<file path="src/rtl/pipe_muldiv_seq.sv">
// pipe_muldiv_seq: multi-cycle MULT/MULTU/DIV/DIVU sequencer that stalls the pipeline until HI/LO are ready
module pipe_muldiv_seq #(
  parameter int WIDTH = 32
) (
  input  logic             clk,
  input  logic             rst,
  input  logic             start,
  input  logic [1:0]       op,
  input  logic [WIDTH-1:0] a,
  input  logic [WIDTH-1:0] b,
  input  logic             cancel,
  output logic             stall,
  output logic             busy,
  output logic             done,
  output logic [WIDTH-1:0] hi,
  output logic [WIDTH-1:0] lo,
  output logic             w_hi,
  output logic             w_lo
);
  localparam int CW = $clog2(WIDTH);
  typedef enum logic [1:0] {IDLE, RUN, FIX, DONE} state_t;
  state_t             state;
  logic [1:0]         op_r;
  logic               sa, sb;
  logic [CW-1:0]      cnt;
  logic [WIDTH-1:0]   opnd, acc_hi, acc_lo, a_r;
  logic               sgn_a, sgn_b, accept, div_ok;
  logic [WIDTH-1:0]   abs_a, abs_b;
  logic [WIDTH:0]     mul_sum, div_sh;
  logic [2*WIDTH-1:0] prod;
  assign sgn_a   = ~op[0] & a[WIDTH-1];
  assign sgn_b   = ~op[0] & b[WIDTH-1];
  assign abs_a   = sgn_a ? -a : a;
  assign abs_b   = sgn_b ? -b : b;
  assign accept  = start & ~cancel;
  assign stall   = busy | (accept & (state == IDLE | state == DONE));
  assign w_hi    = done;
  assign w_lo    = done;
  // multiply keeps the product in {acc_hi,acc_lo}; divide keeps remainder in acc_hi, quotient in acc_lo
  assign mul_sum = {1'b0, acc_hi} + {1'b0, opnd & {WIDTH{acc_lo[0]}}};
  assign div_sh  = {acc_hi, acc_lo[WIDTH-1]};
  assign div_ok  = div_sh >= {1'b0, opnd};
  assign prod    = (sa ^ sb) ? -{acc_hi, acc_lo} : {acc_hi, acc_lo};
  always_ff @(posedge clk or negedge rst) begin
    if (!rst) begin
      state  <= IDLE;
      op_r   <= '0;
      sa     <= 1'b0;
      sb     <= 1'b0;
      cnt    <= '0;
      opnd   <= '0;
      acc_hi <= '0;
      acc_lo <= '0;
      a_r    <= '0;
      hi     <= '0;
      lo     <= '0;
      busy   <= 1'b0;
      done   <= 1'b0;
    end else begin
      done <= 1'b0;
      case (state)
        IDLE, DONE: begin
          state <= accept ? RUN : IDLE;
          busy  <= accept;
          if (accept) begin
            op_r   <= op;
            sa     <= sgn_a;
            sb     <= sgn_b;
            cnt    <= '0;
            opnd   <= abs_b;
            acc_hi <= '0;
            acc_lo <= abs_a;
            a_r    <= a;
          end
        end
        RUN: begin
          if (cancel) begin
            state <= IDLE;
            busy  <= 1'b0;
          end else begin
            cnt    <= cnt + CW'(1);
            state  <= (cnt == CW'(WIDTH - 1)) ? FIX : RUN;
            acc_hi <= op_r[1] ? (div_ok ? div_sh[WIDTH-1:0] - opnd : div_sh[WIDTH-1:0]) : mul_sum[WIDTH:1];
            acc_lo <= op_r[1] ? {acc_lo[WIDTH-2:0], div_ok} : {mul_sum[0], acc_lo[WIDTH-1:1]};
          end
        end
        FIX: begin
          busy  <= 1'b0;
          state <= cancel ? IDLE : DONE;
          if (!cancel) begin
            done <= 1'b1;
            hi   <= !op_r[1] ? prod[2*WIDTH-1:WIDTH] : (opnd == '0) ? a_r : sa ? -acc_hi : acc_hi;
            lo   <= !op_r[1] ? prod[WIDTH-1:0] : (opnd == '0) ? '1 : (sa ^ sb) ? -acc_lo : acc_lo;
          end
        end
      endcase
    end
  end
endmodule
</file>
<file path="config.mk">
export PLATFORM = sky130hd
export DESIGN_NAME = pipe_muldiv_seq
export DESIGN_NICKNAME = d
export VERILOG_FILES = /design/src/rtl/pipe_muldiv_seq.sv
export SDC_FILE = /design/constraint.sdc
export NUM_CORES = 1
export LEC_CHECK = 0
export BUFFER_PORTS_ARGS = -buffer_cell sky130_fd_sc_hd__buf_4
export CAP_MARGIN = 0
export CELL_PAD_IN_SITES_DETAIL_PLACEMENT = 0
export CELL_PAD_IN_SITES_GLOBAL_PLACEMENT = 1
export CORE_ASPECT_RATIO = 1.25
export CORE_MARGIN = 2
export CORE_UTILIZATION = 50
export CTS_CLUSTER_DIAMETER = 40
export DETAILED_ROUTE_END_ITERATION = 10
export GPL_TIMING_DRIVEN = 0
export PLACE_DENSITY = 0.91
export SYNTH_ARGS = -nofsm -noshare
export SYNTH_HDL_FRONTEND = slang
export SYNTH_SLANG_ARGS = --single-unit
</file>
<file path="constraint.sdc">
create_clock -name clk -period 4.9 [get_ports clk]
set_input_delay 0.98 -clock clk [delete_from_list [all_inputs] [get_ports clk]]
set_output_delay 0.98 -clock clk [all_outputs]
set_load 0.05 [all_outputs]
</file>
==> summary.txt <==
Run status
  – Status: complete, no violations

Synth
  – Synth area leader: dfrtp_1
  – Prevailing post-synth register cell: dfrtp_1
  – Syn Area/Cell: 8.04 um2
  – Number of flops mapped to enable cells by yosys: 0
  – Distinct cells, synth: 80
  – Yosys reg bits: 204
  – Async SR Flop Fraction: 100%
  – Cell area after synthesis: 16100 um2
  – Synth warnings: 0
  – Leading post-synthesis cells by cell area: dfrtp_1 32%, xor2_1 6.2%, o21ai_0 6.2%
  – Seq/Total Area, Yosys: 31.6%
  – Synth top area share: 31.6%
  – Post-synth top cells: 220 x nand2_1, 204 x dfrtp_1, 204 x nor2_1
  – Syn nets: 2152
  – Post-synthesis cell count: 2008
  – Most numerous cell in the Yosys netlist: nand2_1

Die
  – Std-Cell Rows: 73
  – Top Ports: 139
  – Die H: 205 um
  – Chip width: 165 um
  – Die ar.: 33800 um2
  – Initial Util: 50.8%
  – Core box area: 31800 um2

Finish
  – Layout cell share with drive strength beyond 1: 12.7%
  – Syn-to-layout area delta: 17.2%
  – Fillers: 2995
  – Final Cell Area: 18900 um2
  – Fin util: 59.5%
  – Ant diodes: 0
  – Fin nets: 2328
  – Cell Count, Final, Fillers Out: 2620

Critical path
  – Nature of the critical path endpoint: flip-flop
  – R2R setup slack: 0.07 ns
  – Startpoint Class: flip-flop
  – Worst path required time: 5.28 ns
  – Critical path startpoint: acc_lo[0]
  – Worst-path fanout max: 10
  – Arr. time, crit path: 5.21 ns
  – Reg2Reg Launch Point: acc_lo[0]
  – Setup CP Type: reg2reg

CTS
  – Inserted Clock Buffers: 34
  – Hold Buf Count CTS: 0
  – CTS root buf: clkbuf_16
  – Max clock buf depth: 3
  – CTS sink count: 204
  – Clock transition at path regs: 0.06 ns
  – CTS tree: done
  – Number of gates resized after CTS: 0
  – Setup bufs post-CTS: 0
  – H-tree levels: 2
  – Worst skew pair latency: 0.54 ns

Drt
  – DR WL/cell: 22.6 um
  – Aggregate routed wire length: 59.1 mm
  – Post-route DRC: 0
  – Uppermost routed layer: met4
  – Final ANT Viol Nets: 0
  – Initial DRT Pass Iterations: 6
  – Routed length on met2: 29.5 mm
  – M1 WL: 21.4 mm
  – DR iter-0 viols: 1140
  – Via count: 15964
  – Via-to-Cell Ratio: 6.09
  – Met3 routed WL: 3.36 mm

Place
  – Hpwl dp: 46.4 mm
  – Dpl cell area: 17800 um2
  – DP Cell Count: 2560
  – Number of port buffers: 138
  – RePlAce Congestion: 1.02

STA
  – Min Hold Slack: 0.222 ns
  – Clock Skews: 0.0275 ns
  – Setup TNS: 0 ns
  – Final Setup Violations: 0
  – Rel. slew slack: 27.9%
  – Slew Limit Fails: 0
  – Tmin final: 4.83 ns
  – Crit share post-route: 98.6%
  – RSZ-0062 raised after global routing: false
  – Hold Vio Cnt, Final: 0
  – Highest clock rate: 207 MHz
  – Actual slew at the worst max-slew pin: 1.07 ns

Worst hold path
  – Hold WC Path Type: in2async

GRT
  – Initial antenna violation count: 0
  – Largest net degree at the start of global routing: 121
  – Global-route wire length before repair: 90.5 mm
  – Total gr overflow: 0
  – Total GRT Usage: 35.4%
  – Vias in the first global route: 16162

Power
  – Clock power frac: 34.2%
  – LEAKAGE: 8.58 nW
  – PD cells: 380 nW/um2
  – Int Pwr: 4.37 mW
  – Gate power share: 36.4%
  – Reg power frac: 29.4%
  – Worst-case vdd ir drop: 0.243 mV
  – Sw frac: 39.3%
  – Psw: 2.82 mW

Run
  – Number of max-cap violations: 0
-- layer usage --
layer / global-route usage (%) / vias to the layer above
li1: - / 7504
met1: 37.5 / 7569
met2: 63.2 / 625
met3: 5.71 / 266
met4: 25.3 / 0
met5: 0 / -
-- placed cells by master, fill, tap and decap left out, types with 33 or more instances in the layout --
master	synthesis	routed
inv_1	62	62
a21oi_1	172	172
o21ai_0	199	199
clkbuf_1	110	112
dfrtp_1	204	204
clkbuf_16	0	35
buf_4	5	142
mux2i_1	50	50
nor3_1	35	35
ha_1	72	72
mux2_2	33	33
nor2_1	204	204
nand3_1	33	33
nand2_1	220	220
xnor2_1	89	89
xor2_1	115	115
-- area by class of cell --
| type | count | area (um2) | share of cell area [%] |
|---|---|---|---|
| clock inverter | 20 | 228 | 1.20 |
| clock buffer | 40 | 925 | 4.89 |
| timing repair buffer | 140 | 1100 | 5.80 |
| buffer | 135 | 542 | 2.86 |
| sequential | 204 | 5100 | 27.0 |
| tap | 412 | 515 | 2.72 |
| inverter | 63 | 236 | 1.25 |
| multi-input combinational | 1606 | 10300 | 54.3 |
-- through the flow --
step	total power [mW]	setup WS, ns
floorplan	3.87	1.58
global placement	4.64	0.136
global route	7.53	0.0536
CTS	7.15	0.0369
detailed placement	4.69	0.123
finish	7.19	0.0696
-- flip-flops by register name, indices dropped and copies added (netlist names) --
signal	flops
acc_lo	32
state	2
sb	1
opnd	32
op_r	1
sa	1
cnt	5
hi	32
done	1
acc_hi	32
a_r	32
lo	32
busy	1
-- path summary, 6_finish.rpt --
check                              to  depth (start not counted)
min reg2reg                    hi[25]                          2
max                        acc_hi[28]                         13
min                        acc_lo[10]                          1
max reg2reg                acc_hi[28]                         13
max in group asynchronous  acc_hi[25]                          3
min in group clk               hi[25]                          2
-- worst max-delay path: stages (launching register included) --
cell,delay (ns)
dfrtp_1,0.48
inv_1,0.32
buf_1,0.43
nor2_1,0.11
ha_1,0.34
a21oi_1,0.16
o21ai_0,0.22
o311ai_0,0.76
nand3_1,0.29
a211oi_2,0.58
o21ai_0,0.29
a31oi_1,0.29
xor2_1,0.23
o221ai_1,0.16
-- power by group through the flow --
stage / clock network, mW / registers (mW) / logic [mW]
global placement: 0 / 2.13 / 2.52
finish: 2.46 / 2.12 / 2.62
CTS: 2.46 / 2.11 / 2.57
global route: 2.54 / 2.14 / 2.85
floorplan: 0 / 2.12 / 1.75
detailed placement: 0 / 2.14 / 2.55
-- logic make-up after synthesis --
group                    synth area share (%)
AND/OR/NAND/NOR                          18.9
adder cells (fa/ha/maj)                  5.83
multiplexers                             5.40
flip-flops                               31.6
buffers and inverters                    4.82
AO/OA/AOI/OAI                            22.4
XOR/XNOR                                 11.1
Power figures use the tool's default switching activity.
